**src/rtl/mem_fill_initiator.sv**
```systemverilog
// Cache-side initiator for the main-memory line interface: one fill or writeback at a time,
// with address-range checking and a bounded wait on the memory handshake.
module mem_fill_initiator #(
    parameter int ADDR_LIMIT = 64000,
    parameter int TIMEOUT    = 16
) (
    input  logic         clk,
    input  logic         rst_n,
    input  logic         req_valid,
    output logic         req_ready,
    input  logic         req_write,
    input  logic [26:0]  req_addr,
    input  logic [31:0]  req_be,
    input  logic [255:0] req_wdata,
    output logic         rsp_valid,
    output logic         rsp_err,
    output logic [255:0] rsp_rdata,
    output logic [26:0]  mem_a,
    output logic [31:0]  mem_be,
    output logic [255:0] mem_wd,
    output logic         mem_write,
    output logic         mem_read,
    input  logic [255:0] mem_rd,
    input  logic         mem_valid,
    input  logic         mem_ready
);

    localparam logic [26:0] ADDR_LIMIT_C = 27'(ADDR_LIMIT);
    localparam logic [7:0]  WAIT_LAST_C  = 8'(TIMEOUT - 1);

    typedef enum logic [2:0] {
        IDLE     = 3'd0,
        RD_STB   = 3'd1,
        RD_WAIT  = 3'd2,
        WR_SETUP = 3'd3,
        WR_STB   = 3'd4,
        WR_WAIT  = 3'd5,
        RESP     = 3'd6
    } state_t;

    state_t         state_r, state_s;
    logic [7:0]     cnt_r, cnt_s;
    logic           req_ready_r, req_ready_s;
    logic           rsp_valid_r, rsp_valid_s;
    logic           rsp_err_r, rsp_err_s;
    logic [255:0]   rsp_rdata_r, rsp_rdata_s;
    logic [26:0]    mem_a_r, mem_a_s;
    logic [31:0]    mem_be_r, mem_be_s;
    logic [255:0]   mem_wd_r, mem_wd_s;
    logic           mem_write_r, mem_write_s;
    logic           mem_read_r, mem_read_s;

    // Next-state and next-output decode; every output is computed one cycle ahead and registered.
    always_comb begin
        state_s     = state_r;
        cnt_s       = cnt_r;
        rsp_valid_s = 1'b0;
        rsp_err_s   = 1'b0;
        rsp_rdata_s = rsp_rdata_r;
        mem_a_s     = mem_a_r;
        mem_be_s    = mem_be_r;
        mem_wd_s    = mem_wd_r;
        mem_write_s = 1'b0;
        mem_read_s  = 1'b0;

        case (state_r)
            IDLE: begin
                if (req_valid && req_ready_r) begin
                    if (req_addr >= ADDR_LIMIT_C) begin
                        state_s     = RESP;
                        rsp_valid_s = 1'b1;
                        rsp_err_s   = 1'b1;
                    end else if (req_write) begin
                        state_s  = WR_SETUP;
                        mem_a_s  = req_addr;
                        mem_be_s = req_be;
                        mem_wd_s = req_wdata;
                    end else begin
                        state_s    = RD_STB;
                        mem_a_s    = req_addr;
                        mem_read_s = 1'b1;
                    end
                end else begin
                    state_s = IDLE;
                end
            end
            RD_STB: begin
                state_s = RD_WAIT;
                cnt_s   = 8'd0;
            end
            RD_WAIT: begin
                // A handshake on the last allowed wait cycle still wins over the timeout.
                if (mem_valid) begin
                    state_s     = RESP;
                    rsp_valid_s = 1'b1;
                    rsp_rdata_s = mem_rd;
                end else if (cnt_r == WAIT_LAST_C) begin
                    state_s     = RESP;
                    rsp_valid_s = 1'b1;
                    rsp_err_s   = 1'b1;
                end else begin
                    cnt_s = cnt_r + 8'd1;
                end
            end
            WR_SETUP: begin
                state_s     = WR_STB;
                mem_write_s = 1'b1;
            end
            WR_STB: begin
                state_s = WR_WAIT;
                cnt_s   = 8'd0;
            end
            WR_WAIT: begin
                if (mem_ready) begin
                    state_s     = RESP;
                    rsp_valid_s = 1'b1;
                end else if (cnt_r == WAIT_LAST_C) begin
                    state_s     = RESP;
                    rsp_valid_s = 1'b1;
                    rsp_err_s   = 1'b1;
                end else begin
                    cnt_s = cnt_r + 8'd1;
                end
            end
            RESP: begin
                state_s = IDLE;
            end
            default: begin
                state_s = IDLE;
            end
        endcase

        req_ready_s = (state_s == IDLE);
    end

    // State, counter and output registers.
    always_ff @(posedge clk or negedge rst_n) begin
        if (!rst_n) begin
            state_r     <= IDLE;
            cnt_r       <= 8'd0;
            req_ready_r <= 1'b1;
            rsp_valid_r <= 1'b0;
            rsp_err_r   <= 1'b0;
            rsp_rdata_r <= 256'd0;
            mem_a_r     <= 27'd0;
            mem_be_r    <= 32'd0;
            mem_wd_r    <= 256'd0;
            mem_write_r <= 1'b0;
            mem_read_r  <= 1'b0;
        end else begin
            state_r     <= state_s;
            cnt_r       <= cnt_s;
            req_ready_r <= req_ready_s;
            rsp_valid_r <= rsp_valid_s;
            rsp_err_r   <= rsp_err_s;
            rsp_rdata_r <= rsp_rdata_s;
            mem_a_r     <= mem_a_s;
            mem_be_r    <= mem_be_s;
            mem_wd_r    <= mem_wd_s;
            mem_write_r <= mem_write_s;
            mem_read_r  <= mem_read_s;
        end
    end

    assign req_ready = req_ready_r;
    assign rsp_valid = rsp_valid_r;
    assign rsp_err   = rsp_err_r;
    assign rsp_rdata = rsp_rdata_r;
    assign mem_a     = mem_a_r;
    assign mem_be    = mem_be_r;
    assign mem_wd    = mem_wd_r;
    assign mem_write = mem_write_r;
    assign mem_read  = mem_read_r;

endmodule

```
**config.mk**
```make
export PLATFORM = sky130hd
export DESIGN_NAME = mem_fill_initiator
export DESIGN_NICKNAME = d
export VERILOG_FILES = /design/src/rtl/mem_fill_initiator.sv
export SDC_FILE = /design/constraint.sdc
export NUM_CORES = 1
export LEC_CHECK = 0
export BUFFER_PORTS_ARGS = -buffer_cell sky130_fd_sc_hd__buf_2
export CAP_MARGIN = 10
export CORE_AREA = 10 10 435 437
export CTS_CLUSTER_DIAMETER = 60
export DETAILED_ROUTE_END_ITERATION = 10
export DIE_AREA = 0 0 445 447
export PLACE_DENSITY = 0.31
export SLEW_MARGIN = 20
export SYNTH_ARGS = -nofsm -noshare
export SYNTH_HDL_FRONTEND = slang
export SYNTH_SLANG_ARGS = --single-unit
```
**constraint.sdc**
```tcl
create_clock -name clk -period 3.3 [get_ports clk]
set_clock_uncertainty 0.05 [all_clocks]
set_input_delay 0.165 -clock clk [delete_from_list [all_inputs] [get_ports clk]]
set_output_delay 0.165 -clock clk [all_outputs]
set_load 0.03 [all_outputs]
```
==> metrics.yaml, run 1 <==
run_status:
  status: "finished, final reports clean"
synth:
  synthAdderAreaFrac: 0.000568
  synth_top_family_by_area: "multiplexers"
  yosys.area.top_type: "dfrtp_1"
  synth_cells: 1294
  synth-simple-area-share: 0.0130
  synth-edff-count: 0
  synthXorXnorAreaFrac: 0.00119
  synth-seq-cells: 587
  yosys_warnings: 0
  async_flop_share: 1.00
  synth_compound_area_frac: 0.00898
  synth_fp_nets: 1872
  synth-seq-area-share: 0.667
  synth.area.top_cells: "dfrtp_1, mux2_2, mux2_1"
  synth_top_area_share: 0.666
  syn_area_um2: 22000
  syn_area_per_cell_um2: 17.0
  synth.mux.area_fraction: 0.286
  yosysUniqueCellTypes: 38
  synth-main-ff-cell: "dfrtp_1"
floorplanning:
  rows: 156
  fp.dieW_um: 445
  num_io_pins: 1153
  die_area_um2: 199000
  coreArea_um2: 180000
  start_util: 0.122
  die_h_um: 447
layout:
  areaGrowthSynthToFinish_pct: 79.9
  nets: 3663
  utilization: 0.220
  stdcell_count: 5535
  drive_above_1_share: 0.534
worst_setup_path:
  worstSetupEndpointType: "register"
  critPathSlowestCell: "dfrtp_1"
  critical_path_arrival_ps: 3130
  timing.rr.start: "state_r[2]"
  cp_max_fo: 83
  critPathTopFamily: "simple AND/OR/NAND/NOR gates"
  crit_chain: "nor2_2 > and4_1 > nand4_4 > buf_12 > mux2_1"
  critPathBufInv: 1
  startpoint_type: "register"
  worstPathRequired_ps: 3830
  crit_type: "reg -> reg"
  cpPeakStageDelay_ps: 490
  crit_path_start: "state_r[2]"
power:
  p_switching_mw: 10.7
  vdd_drop_max_v: 0.000480
  pwr-share-clk: 0.341
  leakage_nw: 20.2
  power_frac_comb: 0.323
  p_per_area_nw_per_um2: 737
  sw_frac_of_total: 0.368
  p_seq_frac: 0.336
  p_int_mw: 18.4
routing:
  routed_wl_mm: 111
  drc: 0
  drt-wirelength-per-cell_um: 20.0
  final_antenna_net_count: 0
  firstDrtPassIters: 6
  viasPerCell: 3.26
  drt_iter0_drc: 500
  num_vias: 18000
placed_design:
  gp_congestion: 0.769
  io_buffers: 1152
  pre_cts_ws_ps: 571
  hpwl_mm: 87.7
  dp.cells: 4794
flow_run:
  maxCapViolations: 0
sta:
  hold_viol_final: 0
  setup_violations: 0
  slew_headroom: 0.439
  drv_slew: 0
  holdWs_ps: 127
  fin_crit_ps: 2600
  tns_ps: 0
  fin_ws_ps: 704
  worstMarginPinSlew_ps: 842
  fmax_ghz: 0.385
  rsz0062_at_grt: "no"
  fin_crit_sh: 0.787
global_routing:
  grt_first_pass_wirelength_mm: 155
  grt_overflow: 0
  grt_max_degree: 84
  grt_pass1_vias: 20500
  antenna_found_initial: 15
  grtUsageTotal: 0.106
clock_tree:
  cts_max_path_buffers: 3
  clock_latency_ps: 690
  cts.sinks: 587
  numCtsBuffers: 90
  tritoncts: "done"
  cts-root-buf: "clkbuf_16"
  htreeDepth: 3
  clk_pin_slew_ps: 50
worst_hold_path:
  hold_class: "in -> reg"
  hp-start: "req_addr[17]"
-- cells in the final DEF (no fill, tap or decap), drive strengths merged, types with 3 or more instances in the layout --
cell type,count
o211ai,6
a21oi,3
buf,1197
inv,12
clkinv,11
bufinv,9
dfrtp,586
clkbuf,127
clkinvlp,6
o31ai,5
diode,11
o21ai,5
nor2b,12
nand3,6
dlygate4sd3,569
mux2,560
nor2,6
and3,6
-- power groups by stage --
| stage | Sequential, mW | Clock, mW | Combinational [mW] |
|---|---|---|---|
| floorplan | 13.0 | 0 | 2.19 |
| global placement | 9.88 | 0 | 9.08 |
| detailed placement | 9.89 | 0 | 9.06 |
| CTS | 9.82 | 10.4 | 9.69 |
| global route | 10.0 | 10.7 | 9.97 |
| finish | 9.80 | 9.94 | 9.43 |
-- sequential cells by signal (all words and copies together) (netlist names) --
register,flops
rsp_valid,1
mem_be,32
cnt_r,8
rsp_rdata,256
state_r,3
mem_read,1
req_ready,1
mem_a,27
rsp_err,1
mem_write,1
mem_wd,256
-- metal layers --
metal  vias up  wire length, um  GRT usage  part of all wire
met4         2             3690     0.0435             0.033
met1      8932            40400      0.111              0.36
met5         -               13          0           0.00012
met2       719            57200      0.190              0.52
met3       160             9360     0.0401             0.085
li1       8224                -          -                 -
-- per-stage QoR --
step           power [mW]  instance area (um2)
4_1_cts              29.9                39600
3_3_place_gp         19.0                30800
5_1_grt              30.7                39600
2_1_floorplan        15.2                22000
6_report             29.2                39600
3_5_place_dp         19.0                30800
-- Yosys cell counts, types with 2 or more instances --
master,n
dfrtp_1,586
mux2_2,340
mux2_1,220
buf_2,36
buf_6,24
nor2b_1,12
and3_1,6
nand3_1,6
o211ai_1,6
clkbuf_1,5
nor2_1,5
o21ai_0,5
o31ai_1,5
inv_1,4
a21oi_1,3
a22oi_1,2
and2_1,2
and4_1,2
buf_4,2
nor3_1,2
nor4_1,2
o2111ai_1,2
xor2_1,2
-- final timing paths --
kind	cells after the start	to	slack [ps]
min in group asynchronous	3	mem_wd[167]	600
max reg2reg	5	mem_wd[243]	700
min	5	rsp_err	130
min reg2reg	1	mem_wd[120]	430
max	5	mem_wd[243]	700
max in group asynchronous	4	mem_wd[119]	1540
-- cell type report --
cell class	count	area [um2]
clock buffers	127	2550
diodes	11	27.5
flip-flops and latches	587	14700
well taps	2370	2970
inverters	4	15.0
fillers	19600	141000
repair buffers	1766	12000
multi-input cells	636	6830
clock inverters	34	528
-- cells by family (layout without fill, tap and decap cells) --
| logic type | Yosys count | count (layout) |
|---|---|---|
| flops | 587 | 587 |
| compound gates | 28 | 28 |
| simple gates | 44 | 44 |
| buf+inv | 71 | 1931 |
| other cells | 0 | 11 |
| fa+ha+maj | 1 | 1 |
| xor+xnor | 3 | 3 |
| mux | 560 | 560 |
-- worst reg2reg max path, delay by kind of cell, from the launching register on --
family / cells / cell delay, ps
and+or+nand+nor: 3 / 1020
muxes: 1 / 510
DFF: 1 / 490
buffers and inverters: 1 / 420
-- repair_timing --
item	CTS	global route
endpoints found under the hold margin	853	0
buffers inserted	0	0
resized for setup	0	0
hold buffers	569	0
endpoints found under the setup margin	0	0
Power figures use the tool's default switching activity.
==> inputs of run 2 (changes only) <==
--- a/config.mk
+++ b/config.mk
@@ -5,13 +5,14 @@
 export SDC_FILE = /design/constraint.sdc
 export NUM_CORES = 1
 export LEC_CHECK = 0
+export ABC_AREA = 1
 export BUFFER_PORTS_ARGS = -buffer_cell sky130_fd_sc_hd__buf_2
 export CAP_MARGIN = 10
-export CORE_AREA = 10 10 435 437
+export CORE_AREA = 10 10 438 440
 export CTS_CLUSTER_DIAMETER = 60
 export DETAILED_ROUTE_END_ITERATION = 10
-export DIE_AREA = 0 0 445 447
-export PLACE_DENSITY = 0.31
+export DIE_AREA = 0 0 448 450
+export PLACE_DENSITY = 0.32
 export SLEW_MARGIN = 20
 export SYNTH_ARGS = -nofsm -noshare
 export SYNTH_HDL_FRONTEND = slang
==> constraint.sdc (replaced) <==
create_clock -name clk -period 2.2 [get_ports clk]
set_clock_uncertainty 0.05 [all_clocks]
set_input_delay 0.11 -clock clk [delete_from_list [all_inputs] [get_ports clk]]
set_output_delay 0.11 -clock clk [all_outputs]
set_load 0.03 [all_outputs]
==> run 2 against run 1 <==
Compared with the run above:
- total power is 52% higher
- sequential power increased by 51%
- first-iteration DRC count up 110%
- synthesized cell count increased by 57%
- sequential share of layout area down 0.97 points
- wire length up 16%
==> metrics.yaml, run 2 <==
floorplanning:
  rows: 157
  num_io_pins: 1153
  coreArea_um2: 183000
  die_h_um: 450
  fp.dieW_um: 448
  die_area_um2: 202000
  start_util: 0.125
routing:
  drt_iter0_drc: 1032
  routed_wl_mm: 128
  firstDrtPassIters: 7
  final_antenna_net_count: 0
  drt-wirelength-per-cell_um: 20.5
  viasPerCell: 3.45
  num_vias: 21700
  drc: 0
synth:
  synth-edff-count: 0
  synth_top_area_share: 0.640
  synth-main-ff-cell: "dfrtp_1"
  synth.area.top_cells: "dfrtp_1, mux2_2, nand2_1"
  synth-seq-area-share: 0.641
  yosysUniqueCellTypes: 28
  syn_area_um2: 22900
  async_flop_share: 1.00
  synth_most_common_cell: "nand2_1"
  synth-seq-cells: 587
  yosys_warnings: 0
  synth_commonest_cells: "nand2_1, dfrtp_1, nand3_1"
  yosys.area.top_type: "dfrtp_1"
  syn_area_per_cell_um2: 11.3
  synth_cells: 2032
  synth_fp_nets: 2610
global_routing:
  antenna_found_initial: 20
  grt_first_pass_wirelength_mm: 180
  grt_overflow: 0
  grt_max_degree: 108
  grtUsageTotal: 0.122
  grt_pass1_vias: 23600
worst_setup_path:
  cp_max_fo: 107
  worstSetupEndpointType: "register"
  critical_path_arrival_ps: 2560
  critPathBufInv: 1
  startpoint_type: "register"
  cpPeakStageDelay_ps: 390
  crit_top_cell: "nand2_1"
  crit_chain: "nor2_1 > nand4_1 > nor2_4 > nand2_8 > buf_12 > nand2_1 > nand2_1"
  crit_type: "reg -> reg"
  critPathSlowestCell: "dfrtp_1"
  critPathTopFamily: "simple AND/OR/NAND/NOR gates"
  worstPathRequired_ps: 2720
clock_tree:
  cts.sinks: 587
  clock_latency_ps: 680
  cts_max_path_buffers: 3
  cts-root-buf: "clkbuf_16"
  post_cts_buffers: 0
  htreeDepth: 3
  tritoncts: "done"
  numCtsBuffers: 91
  clk_pin_slew_ps: 60
layout:
  nets: 4376
  final_area_um2: 40700
  fillCellCount: 20100
  mostFrequentLayoutCells: "buf_2, nand2_1, dfrtp_1"
  areaGrowthSynthToFinish_pct: 77.5
  drive_above_1_share: 0.423
  final_common_cell: "buf_2"
placed_design:
  pre_cts_ws_ps: 71.2
  gp_congestion: 0.828
  hpwl_mm: 99.8
  placed_cell_area_um2: 31900
  io_buffers: 1152
power:
  vdd_drop_max_v: 0.000550
  p_per_area_nw_per_um2: 1090
  leakage_nw: 21.3
sta:
  tns_ps: 0
  rsz0062_at_grt: "no"
  drv_slew: 0
  slew_headroom: 0.542
  fin_ws_ps: 161
  holdWs_ps: 94.5
  hold_viol_final: 0
  setup_violations: 0
  fin_crit_ps: 2040
  worstMarginPinSlew_ps: 687
  fin_crit_sh: 0.927
  fmax_ghz: 0.490
worst_hold_path:
  hold_class: "in -> reg"
flow_run:
  maxCapViolations: 0
run_status:
  status: "finished, final reports clean"
-- run 2: changes by cell type after synthesis, sizes merged, moves of 5 or more --
cell / before / now
nor2b: 12 / 0
and3: 6 / 0
o211ai: 6 / 0
clkbuf: 5 / 36
o21ai: 5 / 10
inv: 4 / 29
nand2: 1 / 670
buf: 62 / 93
mux2: 560 / 256
o31ai: 5 / 0
nor2: 6 / 42
nand3: 6 / 297
-- run 2: area by class of cell --
class	instances	area [um2]	share of cell area
Sequential cell	587	14700	0.361
Timing Repair Buffer	1802	12500	0.308
Multi-Input combinational cell	1287	7260	0.179
Tap cell	2385	2980	0.0734
Clock buffer	117	2470	0.0609
Clock inverter	45	578	0.0142
Inverter	29	109	0.00268
Antenna cell	20	50.0	0.00123
-- run 2: timing repair --
| action | 4_1_cts | 5_1_grt |
|---|---|---|
| setup endpoints to repair | 0 | 15 |
| hold endpoints to repair | 1160 | 0 |
| hold buffers | 566 | 0 |
| resized for setup | 0 | 1 |
-- run 2: worst paths after layout --
kind	start	to	slack, ps	cells after the start
setup reg to reg	state_r[1]	mem_wd[201]	160	7
min in group asynchronous	rst_n	rsp_rdata[40]	260	3
hold reg to reg	mem_wd[218]	mem_wd[218]	410	2
setup / recovery	state_r[1]	mem_wd[201]	160	7
max in group asynchronous	rst_n	rsp_rdata[7]	1410	3
hold / removal	req_addr[20]	rsp_valid	90	7
-- run 2: cell families after synthesis --
family | Yosys count | share of synthesized area
fa+ha+maj | 1 | 0.000546
compound gates | 11 | 0.00240
buf+inv | 158 | 0.0433
xor+xnor | 4 | 0.00153
mux | 256 | 0.127
simple gates | 1015 | 0.184
flops | 587 | 0.641
-- run 2: power breakdown --
group / switching (mW) / leakage (nW) / internal, mW
Clock: 5.81 / 1.50 / 9.06
Sequential: 1.52 / 7.62 / 13.3
Combinational: 9.32 / 12.2 / 5.22
-- run 2: per-layer routing --
layer	global-route usage	up-vias	part of all wire
met4	0.0419	0	0.034
met2	0.217	711	0.51
li1	-	10200	-
met3	0.0378	185	0.071
met5	0	-	0
met1	0.137	10500	0.39
-- run 2: worst reg2reg max path: stages, from the launching register on --
cell and delay [ps]:
dfrtp_1 390, nor2_1 160, nand4_1 230, nor2_4 270, nand2_8 180, buf_12 250
nand2_1 350, nand2_1 60
-- run 2: per-stage QoR --
step           instances  utilization  total power [mW]
4_1_cts             6252        0.222              45.2
6_report            6272        0.223              44.2
2_1_floorplan       2032            -              22.9
3_5_place_dp        5524        0.175              28.9
5_1_grt             6261        0.222              46.5
3_3_place_gp        5524        0.175              28.9
==> inputs of run 3 (changes only) <==
--- a/config.mk
+++ b/config.mk
@@ -5,14 +5,14 @@
 export SDC_FILE = /design/constraint.sdc
 export NUM_CORES = 1
 export LEC_CHECK = 0
-export ABC_AREA = 1
+export ABC_AREA = 0
 export BUFFER_PORTS_ARGS = -buffer_cell sky130_fd_sc_hd__buf_2
 export CAP_MARGIN = 10
-export CORE_AREA = 10 10 438 440
+export CORE_AREA = 10 10 443 445
 export CTS_CLUSTER_DIAMETER = 60
 export DETAILED_ROUTE_END_ITERATION = 10
-export DIE_AREA = 0 0 448 450
-export PLACE_DENSITY = 0.32
+export DIE_AREA = 0 0 453 455
+export PLACE_DENSITY = 0.31
 export SLEW_MARGIN = 20
 export SYNTH_ARGS = -nofsm -noshare
 export SYNTH_HDL_FRONTEND = slang
==> run 3 against run 2 <==
Compared with the run above:
- sequential cell count unchanged
- fmax decreased by 3.9%
- critical path depth decreased by 2
- combinational power increased by 6%
- clock-buffer cell count increased by 4
- via count decreased by 13%
==> metrics.yaml, run 3 (synthesis results as in run 1) <==
clock_tree:
  clk_pin_slew_ps: 60
  clock_latency_ps: 730
  post_cts_buffers: 0
  cts_max_path_buffers: 3
  htreeDepth: 3
  tritoncts: "done"
  cts-root-buf: "clkbuf_16"
  cts.sinks: 587
  numCtsBuffers: 95
worst_setup_path:
  ff2ff_setup_slack_ps: 80
  worstReg2RegEnd: "state_r[1]"
  startpoint_type: "register"
  worstSetupEndpointType: "register"
  timing.rr.start: "cnt_r[4]"
  crit_type: "reg -> reg"
  cp_max_fo: 6
  worst_r2r_path_depth: 5
  critical_path_arrival_ps: 2740
  worstPathRequired_ps: 2820
global_routing:
  grtUsageTotal: 0.124
  grt_pass1_vias: 20700
  use_met2: 0.217
  grt-busiest-layer: "met2"
  grt_overflow: 0
  use_met3: 0.0533
  grt_max_degree: 74
  use_met1: 0.138
  grt_first_pass_wirelength_mm: 179
  antenna_found_initial: 68
floorplanning:
  num_io_pins: 1153
  rows: 159
  start_util: 0.118
  fp.dieW_um: 453
  die_h_um: 455
  coreArea_um2: 187000
  die_area_um2: 206000
layout:
  drive_above_1_share: 0.539
  areaGrowthSynthToFinish_pct: 84.5
  final_area_um2: 40600
  stdcell_count: 5743
  mostFrequentLayoutCells: "buf_2, dlygate4sd3_1, dfrtp_1"
  final_common_cell: "buf_2"
  nets: 3730
sta:
  drv_slew: 0
  fin_crit_ps: 2120
  hold_viol_final: 0
  fin_crit_sh: 0.965
  rsz0062_at_grt: "no"
  slew_headroom: 0.676
  worstMarginPinSlew_ps: 485
  setup_violations: 0
  fmax_ghz: 0.471
power:
  p_total_mw: 45.6
  leakage_nw: 20.6
  p_per_area_nw_per_um2: 1120
  vdd_drop_max_v: 0.000776
worst_hold_path:
  worst_hold_path.endpoint: "mem_wd[174]"
  whs_path_depth: 3
  hold_class: "in -> reg"
  hp-start: "req_wdata[174]"
placed_design:
  dp.cells: 4958
  placed_cell_area_um2: 31400
  hpwl_mm: 111
  gp_congestion: 0.803
  io_buffers: 1152
routing:
  drt-wirelength-per-cell_um: 23.3
  viasPerCell: 3.26
  drc: 0
  num_vias: 18700
  routed_wl_mm: 134
  firstDrtPassIters: 4
  final_antenna_net_count: 0
  drt_iter0_drc: 684
flow_run:
  maxCapViolations: 0
run_status:
  status: "finished, final reports clean"
## run 3: cell count changes in the layout (fill, tap and decap cells not counted), moves of 10 or more
cell / change
mux2_2: +103
nand2_1: -667
nor2b_1: +12
dlygate4sd3_1: +26
inv_1: -24
nand3_1: -292
clkinv_4: +10
nor2_1: -35
mux2_1: +210
## run 3: critical path, cell delays in order, from the launching register on
cell,delay [ps]
dfrtp_1,430
or4_1,620
nor2_1,210
o31ai_1,100
nand3_1,90
dlygate4sd3_1,550
## run 3: layer usage
layer,wire length (um),vias to the layer above,share of wire
met3,13800,209,0.10
met2,67800,688,0.51
met4,2860,28,0.021
met5,178,-,0.0013
li1,-,8405,-
met1,49500,9406,0.37
## run 3: layout make-up
class,count,area (um2)
Tap cell,2495,3120
Clock buffer,121,2570
Multi-Input combinational cell,636,6840
Inverter,4,15.0
Antenna cell,24,60.1
Clock inverter,48,639
Fill cell,20400,147000
Sequential cell,587,14700
Timing Repair Buffer,1828,12700
## run 3: stage by stage
step	TNS [ps]	setup slack, ps	util	hold slack (ps)
3_5_place_dp	0	1.78	0.168	81.5
3_3_place_gp	-90.7	-12.2	0.168	64.3
6_report	0	77.4	0.217	96.9
4_1_cts	0	39.1	0.217	0.0954
5_1_grt	0	4.41	0.217	47.0
2_1_floorplan	0	212	-	-236
## run 3: what timing repair did
item / CTS / global route
hold endpoints to repair: 1162 / 0
hold buffers: 592 / 0
endpoints found under the setup margin: 0 / 1
gates resized for setup: 0 / 1
## run 3: worst max path at each step
stage | end | slack [ps] | startpoint
6_report | state_r[1] | 80 | cnt_r[4]
5_1_grt | state_r[1] | 4 | cnt_r[5]
3_5_place_dp | mem_a[12] | 2 | req_addr[22]
4_1_cts | state_r[1] | 40 | cnt_r[0]
2_1_floorplan | mem_a[10] | 210 | state_r[0]
3_3_place_gp | mem_a[13] | -10 | req_addr[22]
## run 3: where the power goes
part           switching (mW)  internal [mW]  leakage, nW
Sequential               1.50           13.3         7.67
Combinational            9.97           5.36         11.3
Clock                    5.97           9.48         1.57
Total                    17.4           28.1         20.6
